--- src/rtl/coffee_dispenser.sv ---
// rtl/coffee_dispenser.sv - timed grind/brew/pour sequencer with water and bean inventory
module coffee_dispenser #(
    parameter int GRIND_CYC = 4,
    parameter int BREW_CYC  = 8,
    parameter int POUR_CYC  = 6,
    parameter int WATER_MAX = 31,
    parameter int BEAN_MAX  = 15
) (
    input  logic       clk,
    input  logic       rst,
    input  logic       coffee,
    input  logic       refill_water,
    input  logic       refill_beans,
    output logic [4:0] water,
    output logic       beans,
    output logic       grinder,
    output logic       heater,
    output logic       pump,
    output logic       busy,
    output logic       done,
    output logic       fault
);

    typedef enum logic [2:0] {
        IDLE  = 3'd0,
        GRIND = 3'd1,
        BREW  = 3'd2,
        POUR  = 3'd3,
        DONE  = 3'd4
    } state_t;

    localparam logic [7:0] GRIND_LAST = 8'(GRIND_CYC - 1);
    localparam logic [7:0] BREW_LAST  = 8'(BREW_CYC - 1);
    localparam logic [7:0] POUR_LAST  = 8'(POUR_CYC - 1);
    localparam logic [4:0] W_MAX      = 5'(WATER_MAX);
    localparam logic [3:0] B_MAX      = 4'(BEAN_MAX);

    state_t     state_q, state_d;
    logic [7:0] ph_q, ph_d;
    logic       coffee_q;
    logic [4:0] water_q, water_d;
    logic [3:0] bean_cnt_q, bean_cnt_d;
    logic       fault_q, fault_d;
    logic       grinder_q, grinder_d;
    logic       heater_q, heater_d;
    logic       pump_q, pump_d;
    logic       busy_q, busy_d;
    logic       done_q, done_d;
    logic       req;
    logic       bean_dec;
    logic       water_dec;

    always_comb begin
        req       = coffee & ~coffee_q;
        state_d   = state_q;
        ph_d      = ph_q;
        bean_dec  = 1'b0;
        water_dec = 1'b0;
        fault_d   = 1'b0;
        case (state_q)
            IDLE: begin
                if (req) begin
                    if (water_q != 5'd0 && bean_cnt_q != 4'd0) begin
                        state_d = GRIND;
                        ph_d    = 8'd0;
                    end else begin
                        fault_d = 1'b1;
                    end
                end
            end
            GRIND: begin
                if (ph_q == GRIND_LAST) begin
                    state_d  = BREW;
                    ph_d     = 8'd0;
                    bean_dec = 1'b1;
                end else begin
                    ph_d = ph_q + 8'd1;
                end
            end
            BREW: begin
                if (ph_q == BREW_LAST) begin
                    state_d = POUR;
                    ph_d    = 8'd0;
                end else begin
                    ph_d = ph_q + 8'd1;
                end
            end
            POUR: begin
                if (ph_q == POUR_LAST) begin
                    state_d   = DONE;
                    ph_d      = 8'd0;
                    water_dec = 1'b1;
                end else begin
                    ph_d = ph_q + 8'd1;
                end
            end
            DONE:    state_d = IDLE;
            default: state_d = IDLE;
        endcase

        // Refill wins over a same-cycle decrement; decrements saturate at zero.
        if (refill_water)
            water_d = W_MAX;
        else if (water_dec && water_q != 5'd0)
            water_d = water_q - 5'd1;
        else
            water_d = water_q;

        if (refill_beans)
            bean_cnt_d = B_MAX;
        else if (bean_dec && bean_cnt_q != 4'd0)
            bean_cnt_d = bean_cnt_q - 4'd1;
        else
            bean_cnt_d = bean_cnt_q;

        // Outputs are registered decodes of the next state, so they track state_q exactly.
        grinder_d = (state_d == GRIND);
        heater_d  = (state_d == BREW);
        pump_d    = (state_d == POUR);
        busy_d    = (state_d != IDLE);
        done_d    = (state_d == DONE);
    end

    always_ff @(posedge clk or negedge rst) begin
        if (!rst) begin
            state_q    <= IDLE;
            ph_q       <= 8'd0;
            coffee_q   <= 1'b0;
            water_q    <= W_MAX;
            bean_cnt_q <= B_MAX;
            fault_q    <= 1'b0;
            grinder_q  <= 1'b0;
            heater_q   <= 1'b0;
            pump_q     <= 1'b0;
            busy_q     <= 1'b0;
            done_q     <= 1'b0;
        end else begin
            state_q    <= state_d;
            ph_q       <= ph_d;
            coffee_q   <= coffee;
            water_q    <= water_d;
            bean_cnt_q <= bean_cnt_d;
            fault_q    <= fault_d;
            grinder_q  <= grinder_d;
            heater_q   <= heater_d;
            pump_q     <= pump_d;
            busy_q     <= busy_d;
            done_q     <= done_d;
        end
    end

    assign water   = water_q;
    assign beans   = (bean_cnt_q != 4'd0);
    assign grinder = grinder_q;
    assign heater  = heater_q;
    assign pump    = pump_q;
    assign busy    = busy_q;
    assign done    = done_q;
    assign fault   = fault_q;

endmodule
--- config.mk ---
export PLATFORM = sky130hd
export DESIGN_NAME = coffee_dispenser
export DESIGN_NICKNAME = d
export VERILOG_FILES = /design/src/rtl/coffee_dispenser.sv
export SDC_FILE = /design/constraint.sdc
export NUM_CORES = 1
export LEC_CHECK = 0
export BUFFER_PORTS_ARGS = -buffer_cell sky130_fd_sc_hd__buf_2
export CAP_MARGIN = 20
export CORE_MARGIN = 3
export CORE_UTILIZATION = 40
export CTS_CLUSTER_SIZE = 20
export DETAILED_ROUTE_END_ITERATION = 8
export HOLD_SLACK_MARGIN = 0.1
export PLACE_DENSITY = 0.58
export SLEW_MARGIN = 10
export SYNTH_ARGS = -nofsm -noshare
export SYNTH_HDL_FRONTEND = slang
export SYNTH_SLANG_ARGS = --single-unit
--- constraint.sdc ---
create_clock -name clk -period 2.2 [get_ports clk]
set_clock_uncertainty 0.1 [all_clocks]
set_input_delay 0.44 -clock clk [delete_from_list [all_inputs] [get_ports clk]]
set_output_delay 0.44 -clock clk [all_outputs]
set_load 0.005 [all_outputs]
==> results.py <==
metrics = {
    "flow_run": {
        "drv.max_cap_violation_count": 0,
    },
    "detailed_routing": {
        "postRouteWirelength_um": 3010,
        "dr.first_iter.drc_count": 42,
        "wire_per_inst_um": 13.0,
        "detail_route.vias_per_cell": 5.25,
        "detailroute.via_count": 1213,
        "antenna_left": 0,
        "detail_route.drc_violations": 0,
        "drtPass1Iterations": 4,
    },
    "critical_path": {
        "worst-endpoint-required_ps": 2320,
        "worstPathBufferInverterCount": 0,
        "cells_along_the_critical_path": "or4_1, or3_4, a22o_4, and3_2, a211o_1",
        "critPathCaptureType": "flip-flop",
        "path_class": "reg -> reg",
        "timing.reg2reg.worst_path_depth": 5,
        "critical-path-max-stage-delay_ps": 500,
        "cp-start-kind": "flip-flop",
        "crit_reg_reg_startpoint": "ph_q[5]$_DFFE_PN0P_",
        "critical_path.reg2reg.endpoint": "ph_q[6]$_DFFE_PN0P_",
        "worstPathArrival_ps": 2300,
        "critical-path-slowest-cell": "sky130_fd_sc_hd__or4_1",
        "critical_path.top_delay_family": "simple AND/OR/NAND/NOR gates",
        "rrSetupSlack_ps": 20,
        "worst_path_fanout_max": 5,
    },
    "min_path": {
        "hold_path.class": "in -> reg",
        "hold-path-cell-count": 1,
        "worstHoldStart": "coffee",
        "worst_hold_path.endpoint": "coffee_q$_DFF_PN0_",
    },
    "timing": {
        "slew_headroom_pct": 60.1,
        "final_period_minus_worst_setup_slack_ps": 2180,
        "hold_violations": 0,
        "finalSetupViolCount": 0,
        "timing.final.crit_share_pct": 98.9,
        "clock.fmax_mhz": 460,
        "rsz0062_at_grt": "true",
        "final_max_slew_viol_count": 0,
        "timing_worst_slew_pin_value_ps": 599,
    },
    "floorplanning": {
        "design.core.area_um2": 3390,
        "area_of_the_die_um2": 4360,
        "i_o_pin_count": 17,
        "rows": 21,
        "die_y_extent_um": 66,
        "dieWidth_um": 66,
        "initial_core_util_pct": 42.5,
    },
    "global_routing": {
        "grt_first_pass_wirelength_um": 5420,
        "number_of_global_route_vias_before_repair": 1208,
        "initial_antenna_violation_count": 0,
        "overflow": 0,
        "grt_max_degree": 28,
        "groute.usage.overall_pct": 15.8,
    },
    "outcome": {
        "outcome": "finished, final reports clean",
    },
    "logic_synthesis": {
        "synthDistinctLibCells": 41,
        "post_synth.cell_area_avg_um2": 10.2,
        "synth_cells": 141,
        "synth.yosys.seq_area_share_pct": 47.7,
        "synth_top_flop_cell": "sky130_fd_sc_hd__dfrtp_1",
        "synth_warnings": 0,
        "synth_async_sr_flop_share_pct": 100,
        "synth_enable_flop_cells": 0,
        "synth_nets": 151,
        "postSynthRegisterBits": 27,
        "synth_area_um2": 1440,
    },
    "placed_design": {
        "post-place-cells": 221,
        "place_congestion": 0.804,
        "port_buffers": 16,
        "hpwl_um": 2230,
    },
    "final_layout": {
        "fill_cells": 305,
        "number_of_non_filler_instances_in_the_completed_layout": 231,
        "final_core_utilization_pct": 54.7,
        "antenna_cells_inserted": 0,
        "most_common_cell_after_layout_fill_and_taps_aside": "sky130_fd_sc_hd__buf_4",
        "post_route_cells_drive_above_1_share_pct": 40.5,
        "syn_to_final_growth_pct": 28.8,
        "layout.nets": 196,
        "most-common-layout-cells": "sky130_fd_sc_hd__buf_4, sky130_fd_sc_hd__dfrtp_1, sky130_fd_sc_hd__buf_2, sky130_fd_sc_hd__nand2b_1",
    },
    "power_and_ir_drop": {
        "clockPowerShare_pct": 11.8,
        "power_switching_share_pct": 36.8,
        "relative_contribution_of_combinational_cells_to_total_power_pct": 52.7,
        "total_leakage_power_nw": 0.894,
        "vdd.ir_drop.worst_uv": 309,
        "p_per_area_nw_per_um2": 998,
        "net-switching-power_uw": 682,
        "cell_internal_pwr_mw": 1.17,
        "pwr-share-seq_pct": 35.5,
    },
    "clock_tree": {
        "ctsHtreeMaxLevel": 1,
        "tritoncts": "done",
        "clk_latency_ps": 320,
        "cts_made_buffers": 3,
        "clock-sinks": 27,
        "clock_transition_at_the_register_clock_pins_on_the_worst_setup_and_hold_paths_after_cts_ps": 150,
        "clock_tree.root_cell": "sky130_fd_sc_hd__clkbuf_4",
        "number_of_buffers_on_the_longest_clock_path": 2,
    },
}
## power by group through the flow
| stage | sequential [mW] | combinational, mW | clock (mW) |
|---|---|---|---|
| 6_report | 0.658 | 0.976 | 0.218 |
| 5_1_grt | 0.676 | 1.08 | 0.251 |
| 4_1_cts | 0.658 | 0.890 | 0.231 |
| 3_5_place_dp | 0.668 | 0.828 | 0 |
| 3_3_place_gp | 0.666 | 0.822 | 0 |
| 2_1_floorplan | 0.691 | 0.468 | 0 |
## layout make-up
type | count | area (um^2) | area share (%)
Multi-Input combinational cell | 106 | 779 | 42.0
Timing Repair Buffer | 42 | 278 | 15.0
Clock inverter | 1 | 7.51 | 0.405
Tap cell | 46 | 57.6 | 3.10
Clock buffer | 3 | 22.5 | 1.21
Inverter | 6 | 22.5 | 1.21
Sequential cell | 27 | 687 | 37.0
## Yosys cell counts (2+ instances only)
cell,instances,area share (%)
sky130_fd_sc_hd__nand4_1,2,0.87
sky130_fd_sc_hd__nor3_1,7,2.4
sky130_fd_sc_hd__a31oi_1,2,0.87
sky130_fd_sc_hd__inv_1,6,1.6
sky130_fd_sc_hd__dfrtp_1,18,31
sky130_fd_sc_hd__nand2b_1,10,4.3
sky130_fd_sc_hd__a22o_1,2,1.2
sky130_fd_sc_hd__and3_2,4,2.1
sky130_fd_sc_hd__o21ai_0,3,1.0
sky130_fd_sc_hd__dfstp_2,9,16
sky130_fd_sc_hd__a211o_1,8,4.9
sky130_fd_sc_hd__or2_2,3,1.3
sky130_fd_sc_hd__and3_1,3,1.3
sky130_fd_sc_hd__ha_1,5,4.3
sky130_fd_sc_hd__nor4_1,2,0.87
sky130_fd_sc_hd__xor2_1,3,1.8
sky130_fd_sc_hd__or3_1,3,1.3
sky130_fd_sc_hd__nand2_1,8,2.1
sky130_fd_sc_hd__a21oi_1,3,1.0
sky130_fd_sc_hd__nand3_1,9,3.1
sky130_fd_sc_hd__nor2b_1,2,0.87
sky130_fd_sc_hd__xnor2_1,2,1.2
sky130_fd_sc_hd__nor2_1,9,2.3
## logic make-up (layout without fill, tap and decap cells)
family | after synthesis | in the layout | synth area share [%]
DFF | 27 | 27 | 47.7
buffers and inverters | 8 | 52 | 2.17
adders and majority gates | 5 | 5 | 4.34
muxes | 1 | 1 | 0.782
xor gates and xnor gates | 5 | 5 | 3.04
AOI/OAI and AO/OA | 24 | 24 | 12.6
and+or+nand+nor | 71 | 71 | 29.4
## metal layers
layer | track usage, % | vias to the layer above | wire (um)
met2 | 26.3 | 21 | 1430
li1 | - | 605 | -
met1 | 21.3 | 585 | 1450
met4 | 4.57 | 0 | 27
met5 | 0 | - | 0
met3 | 2.04 | 2 | 95
## worst max path at each step
stage	endpoint	start	slack [ps]	depth (start not counted)
6_report	ph_q[6]$_DFFE_PN0P_	ph_q[5]$_DFFE_PN0P_	20	5
5_1_grt	ph_q[3]$_DFFE_PN0P_	ph_q[1]$_DFFE_PN0P_	-60	8
4_1_cts	ph_q[4]$_DFFE_PN0P_	ph_q[5]$_DFFE_PN0P_	-0.7	5
3_5_place_dp	ph_q[7]$_DFFE_PN0P_	ph_q[5]$_DFFE_PN0P_	-30	5
3_3_place_gp	ph_q[7]$_DFFE_PN0P_	ph_q[0]$_DFFE_PN0P_	20	6
2_1_floorplan	ph_q[7]$_DFFE_PN0P_	ph_q[0]$_DFFE_PN0P_	30	6
## through the flow
step                      hold slack, ps  setup WS (ps)  TNS (ps)  instance area, um^2  power (mW)
after global routing                 108          -57.6      -218                 1850        2.01
final                                129           25.0         0                 1850        1.85
after global placement               374           18.9         0                 1720        1.49
after detailed placement             380          -30.2     -41.0                 1720        1.50
after floorplan                     44.4           27.5         0                 1440        1.16
after CTS                            115         -0.653    -0.653                 1800        1.78
## timing repair
item	4_1_cts	5_1_grt
gates resized for setup	5	8
setup buffers	2	3
endpoints found under the hold margin	18	0
setup endpoints to repair	4	10
hold buffers	1	0
pin swaps	7	5
## sequential cells by signal, indices dropped and copies added (netlist names)
signal,count
bean_cnt_q,4
busy,1
coffee_q,1
done,1
fault,1
grinder,1
heater,1
ph_q,8
pump,1
state_q,3
water,5
Note: power is estimated with default switching activity, not from simulation.
